$ cat src/rtl/down_timer.sv
// down_timer: synchronous programmable down-counter/timer.
// Loads a start value, decrements to zero on enabled ticks and flags terminal
// count. One-shot mode returns to IDLE at terminal count; auto-reload mode
// restores the reload value on the tick after reaching zero.
//
// Ports:
//   clk       clock, all state changes on the rising edge
//   rst       synchronous active-high reset
//   load      capture load_val into q and the reload register; stops the timer
//   load_val  value captured on load
//   start     begin counting from current q (only honoured in IDLE, q != 0)
//   stop      abort counting, q holds
//   en        tick qualifier while running
//   mode      0 = one-shot, 1 = auto-reload; latched on an accepted start
//   q         current count
//   busy      high while running
//   tc        one-cycle registered terminal-count strobe
module down_timer #(
  parameter int unsigned WIDTH = 4
) (
  input  logic             clk,
  input  logic             rst,
  input  logic             load,
  input  logic [WIDTH-1:0] load_val,
  input  logic             start,
  input  logic             stop,
  input  logic             en,
  input  logic             mode,
  output logic [WIDTH-1:0] q,
  output logic             busy,
  output logic             tc
);

  typedef enum logic {
    IDLE = 1'b0,
    RUN  = 1'b1
  } state_t;

  state_t           state, state_n;
  logic [WIDTH-1:0] q_n;
  logic [WIDTH-1:0] reload_reg, reload_n;
  logic             mode_r, mode_n;
  logic             tc_n;

  always_ff @(posedge clk) begin
    if (rst) begin
      state      <= IDLE;
      q          <= '0;
      reload_reg <= '0;
      mode_r     <= 1'b0;
      tc         <= 1'b0;
    end else begin
      state      <= state_n;
      q          <= q_n;
      reload_reg <= reload_n;
      mode_r     <= mode_n;
      tc         <= tc_n;
    end
  end

  // Priority: load > stop > start > count. tc defaults low so it can only
  // be a single-cycle strobe.
  always_comb begin
    state_n  = state;
    q_n      = q;
    reload_n = reload_reg;
    mode_n   = mode_r;
    tc_n     = 1'b0;

    if (load) begin
      q_n      = load_val;
      reload_n = load_val;
      state_n  = IDLE;
    end else if (stop) begin
      state_n = IDLE;
    end else begin
      unique case (state)
        IDLE: begin
          if (start && (q != '0)) begin
            mode_n  = mode;
            state_n = RUN;
          end
        end
        RUN: begin
          if (en) begin
            if (q > WIDTH'(1)) begin
              q_n = q - WIDTH'(1);
            end else if (q == WIDTH'(1)) begin
              q_n  = '0;
              tc_n = 1'b1;
              if (!mode_r) state_n = IDLE;
            end else begin
              // q == 0 is only reachable in RUN with auto-reload; the
              // one-shot branch is a safe exit should it ever occur.
              if (mode_r) q_n = reload_reg;
              else        state_n = IDLE;
            end
          end
        end
        default: state_n = IDLE;
      endcase
    end
  end

  assign busy = (state == RUN);

endmodule

$ cat config.mk
export PLATFORM = sky130hd
export DESIGN_NAME = down_timer
export DESIGN_NICKNAME = d
export VERILOG_FILES = /design/src/rtl/down_timer.sv
export SDC_FILE = /design/constraint.sdc
export NUM_CORES = 1
export LEC_CHECK = 0
export ABC_AREA = 1
export CORE_ASPECT_RATIO = 1.1
export CORE_MARGIN = 2
export CORE_UTILIZATION = 43
export CTS_CLUSTER_DIAMETER = 200
export DETAILED_ROUTE_END_ITERATION = 7
export PLACE_DENSITY = 0.74
export SYNTH_ARGS = -nofsm -noshare
export SYNTH_HDL_FRONTEND = slang
export SYNTH_SLANG_ARGS = --single-unit
$ cat constraint.sdc
create_clock -name clk -period 1.7 [get_ports clk]
set_clock_uncertainty 0.1 [all_clocks]
set_input_delay 0.255 -clock clk [delete_from_list [all_inputs] [get_ports clk]]
set_output_delay 0.255 -clock clk [all_outputs]
set_load 0.03 [all_outputs]
==> parameters.txt, run 1 <==
Parameter                              Value

Synthesis
  Synthesized-area fraction occupied by ao, oa, aoi and oai cells ... 0.0724
  Mapped cell area ... 657 sq um
  Count of flip-flops with a built-in enable after synthesis ... 0
  Top cell types by occurrence after synthesis ... 26 x nand2_1, 18 x nor2_1, 16 x inv_1, 12 x nand3_1, 11 x dfxtp_1
  Syn_area_per_cell ... 6.38 sq um
  Share of Yosys cell area claimed by the top area cell type ... 0.335
  Count of synthesis-stage warnings from yosys ... 0
  Adder and majority cell fraction of the synthesized area ... 0.0571
  Unique cell type count in the Yosys netlist ... 18
  Simple logic cell fraction of the synthesized area ... 0.408
  Net count after synthesis ... approximately 120
  Post-synthesis async set-or-reset flop share ... 0
  Share of synthesized area occupied by flip-flops and latches ... 0.335
  Synth Area in XOR/XNOR ... 0.0133
  Number of cells produced by synthesis ... 103
  Yosys top cell by area ... dfxtp_1
  Count leader, synth ... nand2_1
  Seq cells post-synth ... 11
  Most instantiated flip-flop cell in the synthesis netlist ... dfxtp_1
  Largest cells by area after synthesis ... dfxtp_1 34%, nand2_1 15%, nor2_1 10%
  Post-synthesis mux area share ... 0
  Largest family of logic cells by synthesized area ... simple AND/OR/NAND/NOR gates

Floorplanning
  Die Span X ... 41.3 microns
  Floorplan die height ... 45.0 microns
  Standard-cell row count ... 14
  Placeable core area ... around 1400 sq um
  Initial Utilization ... 0.469
  Number of top-level pins ... 17
  Area of the die ... 1860 sq um

Timing
  Total count of hold-check failures in the final report ... 0
  Final worst setup slack ... 0.0444 ns
  Total negative slack ... 0 ns
  Final-report max-slew violation count ... 0
  Worst slew margin relative to its limit ... 0.782
  Final worst path period need ... 1.66 ns
  Endpoints failing setup ... 0
  Worst slew pin tran ... around 0.33 ns
  Setup repair after global routing missed its margin ... no
  Achievable clock frequency ... 0.604 GHz
  Tcrit/Tclk final ... 0.974

Pwr
  Cell leakage power ... 0.424 nW
  P per Cell Area ... 764 nW/um^2
  Max VDD drop ... 465 uV

Setup path
  Crit path cell chain ... clkdlybuf4s50_1
  Worst Path Arrival ... ~1.3 ns
  Worst-path maximum fanout ... 3
  Biggest cell delay along the critical path ... 0.68 ns
  Kind of critical path ... reg -> out
  Reg2Reg Capture Point ... q[3]$_SDFFE_PP0P_
  Crit path buf inv count ... 1
  Element type at the critical path end ... primary output
  Required time worst endpoint ... 1.34 ns
  Kind of launch point of the worst setup path ... register
  Worst R2R Path Depth ... 9
  Top cell family by delay on the critical path ... buffers and inverters
  First element of the critical path ... q[1]$_SDFFE_PP0P_
  Worst reg2reg setup slack ... 0.18 ns
  Critical Path Sink ... q[1]
  CP max-delay cell ... clkdlybuf4s50_1
  Critical Path Stages ... 1
  Reg-to-reg critical path startpoint ... q[0]$_SDFFE_PP0P_

Placement
  Place WS ... ~0.18 ns
  Hpwl dp ... 1.03 mm
  Routability congestion estimate ... 0.861
  Quantity of I/O buffers inserted on ports ... 16

Clock tree
  Register clock-pin slew on the reported worst setup and hold paths ... 0.07 ns
  Master cell of the clock root buffer ... clkbuf_4
  TritonCTS sink count ... 11
  CTS Buf Count ... 3
  Hold bufs inserted after CTS ... 0
  Buffers inserted during post-CTS setup optimization ... 0
  Maximum number of buffers from clock root to sink ... 2
  Total number of H-tree levels ... 1
  Clock tree from TritonCTS ... built
  Clk Latency, worst-skew pair ... between 0.2 and 0.3 ns

GRT
  Total congestion overflow after global routing ... 0
  Total global-route track usage ... 0.182
  Initial antenna violation count ... 0
  Largest net degree at the start of global routing ... 10
  Wire length of the first global-routing pass ... 2.22 mm
  Number of global-route vias before repair ... 559

Routing
  Detailed-route wire length ... around 1.4 mm
  Met3 wire length ... around 110 microns
  DR vias ... 679
  Drt initial violations ... 21
  Wire length on met2 ... roughly 700 microns
  Highest metal layer with signal wires ... met4
  Routed met1 length ... 562 microns
  Residual DRC count ... 0
  Post-detailed-route count of antenna-violating nets ... 0
  Number of detailed-route iterations in the first pass ... 4
  Via density ... 4.88
  Average detailed-routed wire length per instance ... 10.1 microns

Hold path
  Count of cells along the worst hold path ... 2
  Type of the most critical hold path ... reg -> reg

Status
  Status ... complete, no violations

Cells and area
  Final antenna diode count ... 0
  Layout cell share with drive strength beyond 1 ... 0.0813
  Final net count ... 138
  Layout overhead on the synthesized area ... 31.4%

Run
  Max-capacitance violation count ... 0
-- area by class of cell --
cell class | instances | area (sq um)
clock buffer | 4 | 26.3
inverter | 18 | 67.6
tap | 16 | 20.0
timing repair buffer | 17 | 168
multi-input combinational | 73 | 362
fill | 158 | 538
sequential | 11 | 220
-- timing repair --
item	4_1_cts	5_1_grt
gates resized for setup	2	1
endpoints found under the setup margin	2	1
endpoints found under the hold margin	0	0
gates cloned	0	0
-- worst register-to-register path: stages, from the launching register on --
cell,delay (ns)
dfxtp_1,0.35
inv_1,0.12
ha_1,0.29
o21ai_2,0.24
nand2_1,0.08
inv_1,0.06
nand2_1,0.04
nand2_1,0.05
nor2_1,0.03
nor2_1,0.09
-- layer usage --
layer / global-route usage / vias up
li1: - / 362
met1: 0.199 / 282
met2: 0.303 / 30
met3: 0.0394 / 5
met4: 0.116 / 0
met5: 0 / -
-- metrics by stage --
step	area [sq um]	instances	total power [mW]	hold slack (ns)	util
after floorplan	657	103	0.421	0.224	-
after global placement	837	135	0.484	0.363	0.597
after detailed placement	837	135	0.484	0.369	0.597
after CTS	861	139	0.663	0.379	0.614
after global routing	863	139	0.700	0.406	0.616
final	863	139	0.660	0.375	0.616
-- kinds of logic (layout without fill, tap and decap cells) --
kind of cell	Yosys count	count (layout)
buffers and inverters	19	39
xor gates and xnor gates	1	1
adders and majority gates	3	3
and+or+nand+nor	61	61
AOI/OAI and AO/OA	8	8
DFF	11	11
-- cells in the final DEF, fill, tap and decap left out --
cell             synthesis  layout
a21oi_2                  1       1
nand3b_1                 1       1
nand4_2                  1       1
o21ai_0                  1       1
inv_1                   16      16
nor2_1                  18      18
buf_4                    1       1
nor2_4                   1       1
ha_1                     3       3
clkbuf_1                 0       1
nor3_1                   1       1
a21oi_1                  5       5
inv_2                    2       2
dfxtp_1                 11      11
clkbuf_4                 0       3
nand4_1                  1       1
nand2_1                 26      26
xor2_1                   1       1
dlygate4sd2_1            0       2
o21ai_2                  1       1
nand3_1                 12      12
clkdlybuf4s50_1          0      13
dlymetal6s2s_1           0       1
-- worst min path at each step --
stage / start / to / slack, ns
final: reload_reg[3]$_SDFFE_PP0P_ / reload_reg[3]$_SDFFE_PP0P_ / 0.37
after CTS: reload_reg[3]$_SDFFE_PP0P_ / reload_reg[3]$_SDFFE_PP0P_ / 0.38
after detailed placement: reload_reg[3]$_SDFFE_PP0P_ / reload_reg[3]$_SDFFE_PP0P_ / 0.37
after global routing: reload_reg[3]$_SDFFE_PP0P_ / reload_reg[3]$_SDFFE_PP0P_ / 0.41
after floorplan: rst / reload_reg[0]$_SDFFE_PP0P_ / 0.22
after global placement: reload_reg[3]$_SDFFE_PP0P_ / reload_reg[3]$_SDFFE_PP0P_ / 0.36
-- report_power, final --
part / internal [mW] / switching, mW / leakage (nW)
registers: 0.273 / 0.0119 / 0.0905
clock network: 0.0910 / 0.0898 / 0.0150
logic: 0.0813 / 0.113 / 0.318
total: 0.445 / 0.215 / 0.424
Note: power is estimated with default switching activity, not from simulation.
==> run 2: changes to the inputs <==
CORE_UTILIZATION = 41   (was 43)
clock period = 1.49 ns   (was 1.7 ns; I/O delays follow)
==> run 2 against run 1 <==
  * Clock power is 15% higher
  * Worst hold slack lost 0.0024 ns
  * Register-to-register slack lost 0.06 ns
  * Critical endpoint is now q[0]$_SDFFE_PP0P_
==> parameters.txt, run 2 (synthesis gave the netlist of run 1 again) <==
Parameter                              Value

Routing
  Average detailed-routed wire length per instance ... 10.5 microns
  Detailed-route wire length ... 1.53 mm
  Number of detailed-route iterations in the first pass ... 4
  Residual DRC count ... 0
  Drt initial violations ... 4
  Post-detailed-route count of antenna-violating nets ... 0
  DR vias ... 688
  Via density ... 4.74

Cells and area
  Number of fillers in the final layout ... 153
  Layout cell share with drive strength beyond 1 ... 0.156
  Final net count ... 143
  Layout overhead on the synthesized area ... 42.7%
  Most common cell after layout, fill and taps aside ... nand2_1
  Final antenna diode count ... 0
  Leading cell types in the layout, fill and taps excluded ... 26 x nand2_1, 18 x nor2_1, 15 x inv_1
  Utilization of the core after routing ... 0.609

Floorplanning
  Initial Utilization ... 0.427
  Die Span X ... 42.2 microns
  Standard-cell row count ... 15
  Floorplan die height ... 46.0 microns
  Placeable core area ... 1540 sq um
  Area of the die ... 1940 sq um
  Number of top-level pins ... 17

Timing
  Setup repair after global routing missed its margin ... yes
  Final worst path period need ... 1.37 ns
  Total count of hold-check failures in the final report ... 0
  Tcrit/Tclk final ... 0.919
  Endpoints failing setup ... 0
  Achievable clock frequency ... about 0.73 GHz
  Worst slew pin tran ... 0.301 ns
  Final-report max-slew violation count ... 0
  Final worst setup slack ... 0.120 ns
  Worst slew margin relative to its limit ... 0.800

GRT
  Initial antenna violation count ... 0
  Wire length of the first global-routing pass ... 2.56 mm
  Number of global-route vias before repair ... 673
  Total global-route track usage ... 0.173
  Total congestion overflow after global routing ... 0
  Largest net degree at the start of global routing ... 10

Pwr
  P per Cell Area ... roughly 840 nW/um^2
  Cell leakage power ... 0.450 nW
  Max VDD drop ... approximately 550 uV

Clock tree
  Master cell of the clock root buffer ... clkbuf_4
  TritonCTS sink count ... 11
  CTS Buf Count ... 3
  Total number of H-tree levels ... 1
  Hold bufs inserted after CTS ... 0
  Clock tree from TritonCTS ... built
  Clk Latency, worst-skew pair ... 0.26 ns
  Register clock-pin slew on the reported worst setup and hold paths ... 0.08 ns
  Buffers inserted during post-CTS setup optimization ... 0
  Maximum number of buffers from clock root to sink ... 2

Setup path
  Reg-to-reg critical path startpoint ... q[1]$_SDFFE_PP0P_
  CP dominant cell by count ... nand2_1
  Element type at the critical path end ... register
  Required time worst endpoint ... 1.56 ns
  Biggest cell delay along the critical path ... 0.35 ns
  Worst Path Arrival ... about 1.4 ns
  Crit path cell chain ... inv_2 > ha_4 > inv_1 > nand4_2 > nand2_1 > nand3_1 > nand2_1 > nor2_1
  Worst reg2reg setup slack ... 0.12 ns
  Kind of critical path ... reg -> reg
  Reg2Reg Capture Point ... q[0]$_SDFFE_PP0P_
  Worst-path maximum fanout ... 4
  Worst R2R Path Depth ... 8
  Kind of launch point of the worst setup path ... register
  CP max-delay cell ... dfxtp_2

Placement
  Routability congestion estimate ... 0.821
  Hpwl dp ... 1.20 mm
  Quantity of I/O buffers inserted on ports ... 16
  Place WS ... -0.0121 ns

Run
  Max-capacitance violation count ... 0

Hold path
  Hold Crit Endpoint ... reload_reg[3]$_SDFFE_PP0P_
  HP Start ... reload_reg[3]$_SDFFE_PP0P_
  Count of cells along the worst hold path ... 2
  Type of the most critical hold path ... reg -> reg

Status
  Status ... complete, no violations
-- run 2: cell types whose count changed in the layout (fill, tap and decap cells not counted), moves of 2 or more --
cell / before / now
buf_4: 1 / 6
dfxtp_2: 0 / 2
dlygate4sd2_1: 2 / 6
dfxtp_1: 11 / 9
clkdlybuf4s50_1: 13 / 10
ha_4: 0 / 2
ha_1: 3 / 1
-- run 2: how the worst max path moves through the flow --
stage,startpoint,cells past startpoint,end
after global placement,load,7,q[1]$_SDFFE_PP0P_
after global routing,q[0]$_SDFFE_PP0P_,7,mode_r$_SDFFE_PP0P_
after detailed placement,load,7,q[1]$_SDFFE_PP0P_
after CTS,q[1]$_SDFFE_PP0P_,9,q[3]$_SDFFE_PP0P_
after floorplan,q[0]$_SDFFE_PP0P_,9,q[3]$_SDFFE_PP0P_
final,q[1]$_SDFFE_PP0P_,8,q[0]$_SDFFE_PP0P_
-- run 2: routing by layer --
metal  vias to the layer above  part of all wire  global-route usage
met5                         -                 0                   0
met4                         0             0.016               0.100
met3                         4             0.055              0.0238
met2                        25              0.51               0.342
met1                       289              0.42               0.174
li1                        370                 -                   -
-- run 2: timing repair --
action | CTS | global route
gates resized for setup | 6 | 7
endpoints found under the hold margin | 0 | 0
setup endpoints to repair | 6 | 4
-- run 2: critical path: cells and delay by family, from the launching register on --
kind,cells,cell delay [ns]
buffers and inverters,2,0.15
AND/OR/NAND/NOR,5,0.50
adder cells (fa/ha/maj),1,0.18
flip-flops,1,0.35
-- run 2: cell type report --
class	instances	area, sq um	area share
clock buffer	4	26.3	0.0280
inverter	18	67.6	0.0721
multi-input combinational	73	402	0.429
sequential	11	223	0.238
tap	17	21.3	0.0227
timing repair buffer	22	198	0.211
-- run 2: power by group --
group / leakage, nW / internal, mW / total, mW / switching [mW]
sequential: 0.0911 / 0.312 / 0.321 / 0.00904
combinational: 0.344 / 0.112 / 0.257 / 0.146
clock: 0.0150 / 0.103 / 0.209 / 0.106
total: 0.450 / 0.527 / 0.788 / 0.261
-- run 2: per-stage QoR --
step	power, mW	cell area (sq um)	hold WS (ns)	TNS (ns)	std cells
floorplan	0.481	659	0.193	0	103
global placement	0.567	878	0.360	-0.0331	141
CTS	0.766	897	0.378	0	145
detailed placement	0.572	878	0.367	-0.0209	141
global route	0.836	937	0.392	-0.0288	145
finish	0.788	937	0.372	0	145
